==> src/rtl/shadow_ctx_spill_unit_pkg.sv <==
// shadow_spill_pkg: shared FSM state and frame sizing for the shadow context spill unit.
package shadow_spill_pkg;

    typedef enum logic {IDLE, SPILL} state_t;

    function automatic int frame_bytes(input int xlen, input int nr_regs);
        return nr_regs * xlen / 8;
    endfunction

endpackage

==> src/rtl/shadow_ctx_spill_unit_bank.sv <==
// shadow_ctx_bank: NR_LEVELS x NR_REGS shadow register file, whole-frame write, single word read.
module shadow_ctx_bank #(
    parameter int XLEN      = 64,
    parameter int NR_REGS   = 4,
    parameter int NR_LEVELS = 4
) (
    input  logic                         clk_i,
    input  logic                         rst_i,
    input  logic                         we_i,
    input  logic [$clog2(NR_LEVELS)-1:0] wlevel_i,
    input  logic [NR_REGS*XLEN-1:0]      wdata_i,
    input  logic [$clog2(NR_LEVELS)-1:0] rlevel_i,
    input  logic [$clog2(NR_REGS)-1:0]   ridx_i,
    output logic [XLEN-1:0]              rdata_o
);

    logic [XLEN-1:0] mem [NR_LEVELS][NR_REGS];

    always_ff @(posedge clk_i) begin
        if (rst_i) begin
            for (int l = 0; l < NR_LEVELS; l++)
                for (int r = 0; r < NR_REGS; r++)
                    mem[l][r] <= '0;
        end else if (we_i) begin
            for (int r = 0; r < NR_REGS; r++)
                mem[wlevel_i][r] <= wdata_i[r*XLEN +: XLEN];
        end
    end

    assign rdata_o = mem[rlevel_i][ridx_i];

endmodule

==> src/rtl/shadow_ctx_spill_unit.sv <==
// shadow_ctx_spill_unit: multi-level interrupt frame capture and stack spill over a req/gnt store port.
// Optional SHADOW_SPILL_PERF_CNT_EN adds completed-frame and grant-wait counters.
module shadow_ctx_spill_unit
    import shadow_spill_pkg::*;
#(
    parameter int XLEN      = 64,
    parameter int NR_REGS   = 4,
    parameter int NR_LEVELS = 4
) (
    input  logic                             clk_i,
    input  logic                             rst_i,
    input  logic                             save_i,
    input  logic [NR_REGS*XLEN-1:0]          frame_i,
    input  logic [XLEN-1:0]                  sp_i,
    output logic                             save_ready_o,
    output logic [XLEN-1:0]                  next_sp_o,
    input  logic                             restore_i,
    output logic [$clog2(NR_LEVELS+1)-1:0]   level_o,
    output logic                             overflow_o,
    output logic                             st_req_o,
    output logic [XLEN-1:0]                  st_addr_o,
    output logic [XLEN-1:0]                  st_data_o,
    output logic [XLEN/8-1:0]                st_be_o,
    input  logic                             st_gnt_i,
    input  logic [11:0]                      page_offset_i,
    output logic                             offset_match_o,
    input  logic [$clog2(NR_LEVELS)-1:0]     rlevel_i,
    input  logic [$clog2(NR_REGS)-1:0]       ridx_i,
    output logic [XLEN-1:0]                  rdata_o
`ifdef SHADOW_SPILL_PERF_CNT_EN
    ,
    output logic [31:0]                      spill_cnt_o,
    output logic [31:0]                      gnt_wait_cnt_o
`endif
);

    localparam int FB = frame_bytes(XLEN, NR_REGS);
    localparam int WB = XLEN / 8;
    localparam int LW = $clog2(NR_LEVELS);
    localparam int RW = $clog2(NR_REGS);
    localparam int VW = $clog2(NR_LEVELS + 1);

    state_t                  state;
    logic [VW-1:0]           level;
    logic [RW-1:0]           k;
    logic [XLEN-1:0]         base;
    logic [NR_REGS*XLEN-1:0] spill_frame;
    logic                    pend;
    logic                    overflow;
    logic                    save_ok;
    logic                    last_gnt;

    assign save_ready_o = (state == IDLE) && (level < VW'(NR_LEVELS));
    assign save_ok      = save_i && save_ready_o;
    assign last_gnt     = (state == SPILL) && st_gnt_i && (k == '0);

    // A restore during a spill is held and retired on the final grant so the
    // level never drops below a frame that is still being written out.
    always_ff @(posedge clk_i) begin
        if (rst_i) begin
            state       <= IDLE;
            level       <= '0;
            k           <= '0;
            base        <= '0;
            spill_frame <= '0;
            pend        <= 1'b0;
            overflow    <= 1'b0;
        end else begin
            if (save_i && !save_ready_o)
                overflow <= 1'b1;
            if (state == IDLE) begin
                if (save_ok) begin
                    state       <= SPILL;
                    spill_frame <= frame_i;
                    base        <= sp_i - XLEN'(FB);
                    level       <= level + 1'b1;
                    k           <= RW'(NR_REGS - 1);
                    pend        <= restore_i;
                end else if (restore_i && level != '0) begin
                    level <= level - 1'b1;
                end
            end else begin
                if (restore_i)
                    pend <= 1'b1;
                if (st_gnt_i) begin
                    k <= k - 1'b1;
                    if (k == '0) begin
                        state <= IDLE;
                        pend  <= 1'b0;
                        level <= level - VW'(pend | restore_i);
                    end
                end
            end
        end
    end

    assign level_o    = level;
    assign next_sp_o  = base;
    assign overflow_o = overflow;
    assign st_req_o   = (state == SPILL);
    assign st_addr_o  = base + XLEN'(WB) * XLEN'(k);
    assign st_data_o  = spill_frame[k*XLEN +: XLEN];
    assign st_be_o    = '1;

    always_comb begin
        offset_match_o = 1'b0;
        for (int j = 0; j < NR_REGS; j++)
            offset_match_o = offset_match_o | ((state == SPILL) && (RW'(j) <= k) &&
                             (page_offset_i == 12'(base + XLEN'(j * WB))));
    end

    shadow_ctx_bank #(
        .XLEN      (XLEN),
        .NR_REGS   (NR_REGS),
        .NR_LEVELS (NR_LEVELS)
    ) u_bank (
        .clk_i    (clk_i),
        .rst_i    (rst_i),
        .we_i     (save_ok),
        .wlevel_i (level[LW-1:0]),
        .wdata_i  (frame_i),
        .rlevel_i (rlevel_i),
        .ridx_i   (ridx_i),
        .rdata_o  (rdata_o)
    );

`ifdef SHADOW_SPILL_PERF_CNT_EN
    always_ff @(posedge clk_i) begin
        if (rst_i) begin
            spill_cnt_o    <= '0;
            gnt_wait_cnt_o <= '0;
        end else begin
            if (last_gnt && spill_cnt_o != '1)
                spill_cnt_o <= spill_cnt_o + 1'b1;
            if (st_req_o && !st_gnt_i && gnt_wait_cnt_o != '1)
                gnt_wait_cnt_o <= gnt_wait_cnt_o + 1'b1;
        end
    end
`endif

endmodule

==> config.mk <==
export PLATFORM = sky130hd
export DESIGN_NAME = shadow_ctx_spill_unit
export DESIGN_NICKNAME = d
export VERILOG_FILES = /design/src/rtl/shadow_ctx_spill_unit_pkg.sv /design/src/rtl/shadow_ctx_spill_unit_bank.sv /design/src/rtl/shadow_ctx_spill_unit.sv
export SDC_FILE = /design/constraint.sdc
export NUM_CORES = 2
export LEC_CHECK = 0
export ABC_AREA = 1
export CAP_MARGIN = 20
export CORE_ASPECT_RATIO = 1.4
export CORE_MARGIN = 10
export CORE_UTILIZATION = 52
export DETAILED_ROUTE_END_ITERATION = 8
export PLACE_DENSITY_LB_ADDON = 0.1
export REMOVE_ABC_BUFFERS = 1
export SLEW_MARGIN = 25
export SYNTH_ARGS = -nofsm -noshare
export SYNTH_HDL_FRONTEND = slang
export SYNTH_SLANG_ARGS = --single-unit
==> constraint.sdc <==
create_clock -name clk_i -period 9.15 [get_ports clk_i]
set_clock_uncertainty 0.2 [all_clocks]
set_input_delay 1.83 -clock clk_i [delete_from_list [all_inputs] [get_ports clk_i]]
set_output_delay 1.83 -clock clk_i [all_outputs]
set_load 0.01 [all_outputs]
==> out/qor.yml <==
pwr-share-comb_pct: 21.4
drt-pass1-iter-count: 6
drc: 0
synth_top_family_by_area: "compound AO/OA/AOI/OAI gates"
dp_hpwl_um: 122700
grt_util_met1_pct: 35.00
layout_common_cells: "nor2_1 (1378), edfxtp_1 (1024), o21ai_0 (751)"
grt_busiest_layer: "met2"
dieArea_um2: 135100
max-cap-violations: 0
slowest_stage: "dfxtp_4"
synthSimpleGateAreaFrac_pct: 12.87
port_buffers: 603
avgSynthCellArea_um2: 9.582
drt_iter0_drc: 4504
cp.depth: 9
drt_wl_total_um: 200700
htreeDepth: 4
timing.rr.end: "u_bank.mem[2][187]"
drv_slew: 0
cp_data_required_time_ns: 7.12
ys_seq_area_share_pct: 59.49
ys_ff_latch: 1352
cts_buffers: 133
io_pins: 612
fin_crit_ns: 6.711
gr-usage-all-layers_pct: 28.75
final_common_cell: "nor2_1"
grt.met2_usage_pct: 48.46
nets: 7250
crit_family: "simple AND/OR/NAND/NOR gates"
ff2ff_setup_slack_ns: 4.78
fmax_mhz: 149.0
p_clk_share_pct: 32.4
hold_class: "reg -> reg"
placementRows: 150
max_stage_delay_ns: 0.77
p_leak_nw: 29.53
critical_path_arrival_ns: 4.68
worst_setup_path_start_kind: "flip-flop"
synth.area.top_cells: "edfxtp_1 (49%), dfxtp_1 (10%), nor2_1 (8.2%), o21ai_0 (6.0%), a21oi_1 (4.5%)"
yosys.area_share.adder_pct: 0.3032
p_switching_mw: 5.164
swShare_pct: 30.12
worst_slew_pin_slew_ns: 1.330
maxSlewHeadroom_pct: 11.34
start_util_pct: 52.46
hold_path_depth: 2
syn_to_final_growth_pct: 17.92
clk_pin_slew_ns: 0.06
post_cts_resized: 0
cts_root_buf: "clkbuf_16"
synth_compound_area_share_pct: 14.48
status: "finished, final reports clean"
fp.dieH_um: 430.9
synth_top_area_share_pct: 49.02
vias: 49210
ant_nets: 0
worstSetupStartpoint: "k[0]"
synthArstFlopShare_pct: 0
post_cts_buffers: 0
cts_tree: "done"
hold_violations: 0
clock_path_buffers: 3
clock_latency_ns: 0.77
grt_pass1_wl_um: 297500
multi_input_area_um2: 20810
postCtsHoldBufs: 0
synth_cell_types: 44
worstPathMaxFanout: 36
path_cells: "ha_1 > fa_1 > inv_1 > nor2_4 > nand3_1 > nor2_1 > nand3_1 > xnor2_1 > clkdlybuf4s50_1"
postPlaceCellArea_um2: 69520
seq_area_um2: 37320
via_per_inst: 5.719
critPathKind: "reg -> out"
muxShareOfSynthArea_pct: 4.085
period_share_pct: 73.35
antenna_found_initial: 15
power_mw: 17.15
yosys.area_share.xor_xnor_pct: 1.271
stdcell_area_um2: 73960
grt_pass1_vias: 48500
gr-usage-met3_pct: 6.059
powerDensity_nw_per_um2: 231.8
synth_cells: 6546
ir_drop_mv: 0.1966
intPower_mw: 11.98
worst-path-buf-inv: 2
die_w_um: 313.5
crit_end: "st_addr_o[63]"
synth_edf_count: 1024
n_fill_cell: 10050
setup_viol: 0
wl_per_cell_um: 23.32
clock_sinks: 1352
synthFlopType: "edfxtp_1"
yosys.area.top_type: "edfxtp_1"
rsz0062_at_grt: "no"
core_area_um2: 119600
grt-ovfl-total: 0
r2r_start: "level_o[2]"
yosysWarnings: 0
synthesis.area_um2: 62720
r2r_cells: 8
pwr-share-seq_pct: 46.2
layout-drive-gt1-share_pct: 4.725
grt_max_degree: 229
gp_congestion: 1.025
crit_top_cell: "nand3_1"
cp-end-kind: "output pin"
hp-start: "overflow_o"
worst reg2reg max path, cell delays in order, from the launching register on:
cell and delay [ns]:
dfxtp_1 0.29, buf_4 0.17, nor2_2 0.17, nand2_2 0.05, buf_4 0.24, nor2_2 0.42, nand3_4 0.68, nand2_4 0.95
buf_12 0.63
area by class of cell:
cell class	instances	share of cell area [%]
Antenna cell	2	0.006767
Multi-Input combinational cell	4044	28.14
Tap cell	1596	2.700
Sequential cell	1352	50.46
Clock inverter	65	0.9896
Inverter	699	3.596
Clock buffer	181	5.004
Timing Repair Buffer	665	9.100
per-stage QoR:
step / setup slack, ns / setup TNS [ns] / cells / util, % / hold slack (ns)
finish: 2.439 / 0 / 8604 / 61.87 / 0.2555
global route: 2.381 / 0 / 8603 / 61.86 / 0.2918
CTS: 2.457 / 0 / 8602 / 61.86 / 0.2575
detailed placement: 2.539 / 0 / 8356 / 58.15 / 0.2447
global placement: 2.574 / 0 / 8356 / 58.15 / 0.2415
floorplan: -7.841 / -8445.29 / 6095 / - / 0.2680
state kept, by name, summed over array words and instances, names as in the netlist:
signal and count:
next_sp_o 64, st_req_o 1, spill_frame 256, k 2, pend 1, overflow_o 1
level_o 3, u_bank.mem 1024
power groups by stage:
stage,sequential (mW),combinational (mW),clock [mW]
6_report,7.93,3.66,5.56
5_1_grt,8.00,3.99,5.86
4_1_cts,7.91,3.68,5.64
3_5_place_dp,8.03,3.66,0
3_3_place_gp,8.01,3.62,0
2_1_floorplan,8.02,1.95,0
worst min path at each step:
stage,slack (ns),end
floorplan,0.27,overflow_o
global placement,0.24,overflow_o
detailed placement,0.24,overflow_o
CTS,0.26,overflow_o
global route,0.29,overflow_o
finish,0.26,overflow_o
per-layer routing:
metal	vias to the layer above	part of all wire (%)
met5	-	0.082
met4	26	4.8
met3	423	7.4
met2	1895	49
met1	23900	39
li1	22960	-
Yosys cell counts, drive strengths merged (149+ instances only):
cell type / n
a21oi: 564
buf: 230
clkbuf: 228
dfxtp: 328
edfxtp: 1024
inv: 698
mux2i: 256
nand2: 384
nand3: 149
nor2: 1396
o211ai: 259
o21ai: 767
logic make-up (layout without fill, tap and decap cells):
group / after synthesis / in the layout
AND/OR/NAND/NOR: 2011 / 2011
buffers and inverters: 1157 / 1610
flip-flops: 1352 / 1352
multiplexers: 256 / 256
other: 1 / 10
XOR/XNOR: 91 / 91
AO/OA/AOI/OAI: 1664 / 1664
adder cells (fa/ha/maj): 14 / 14
Power figures use the tool's default switching activity.
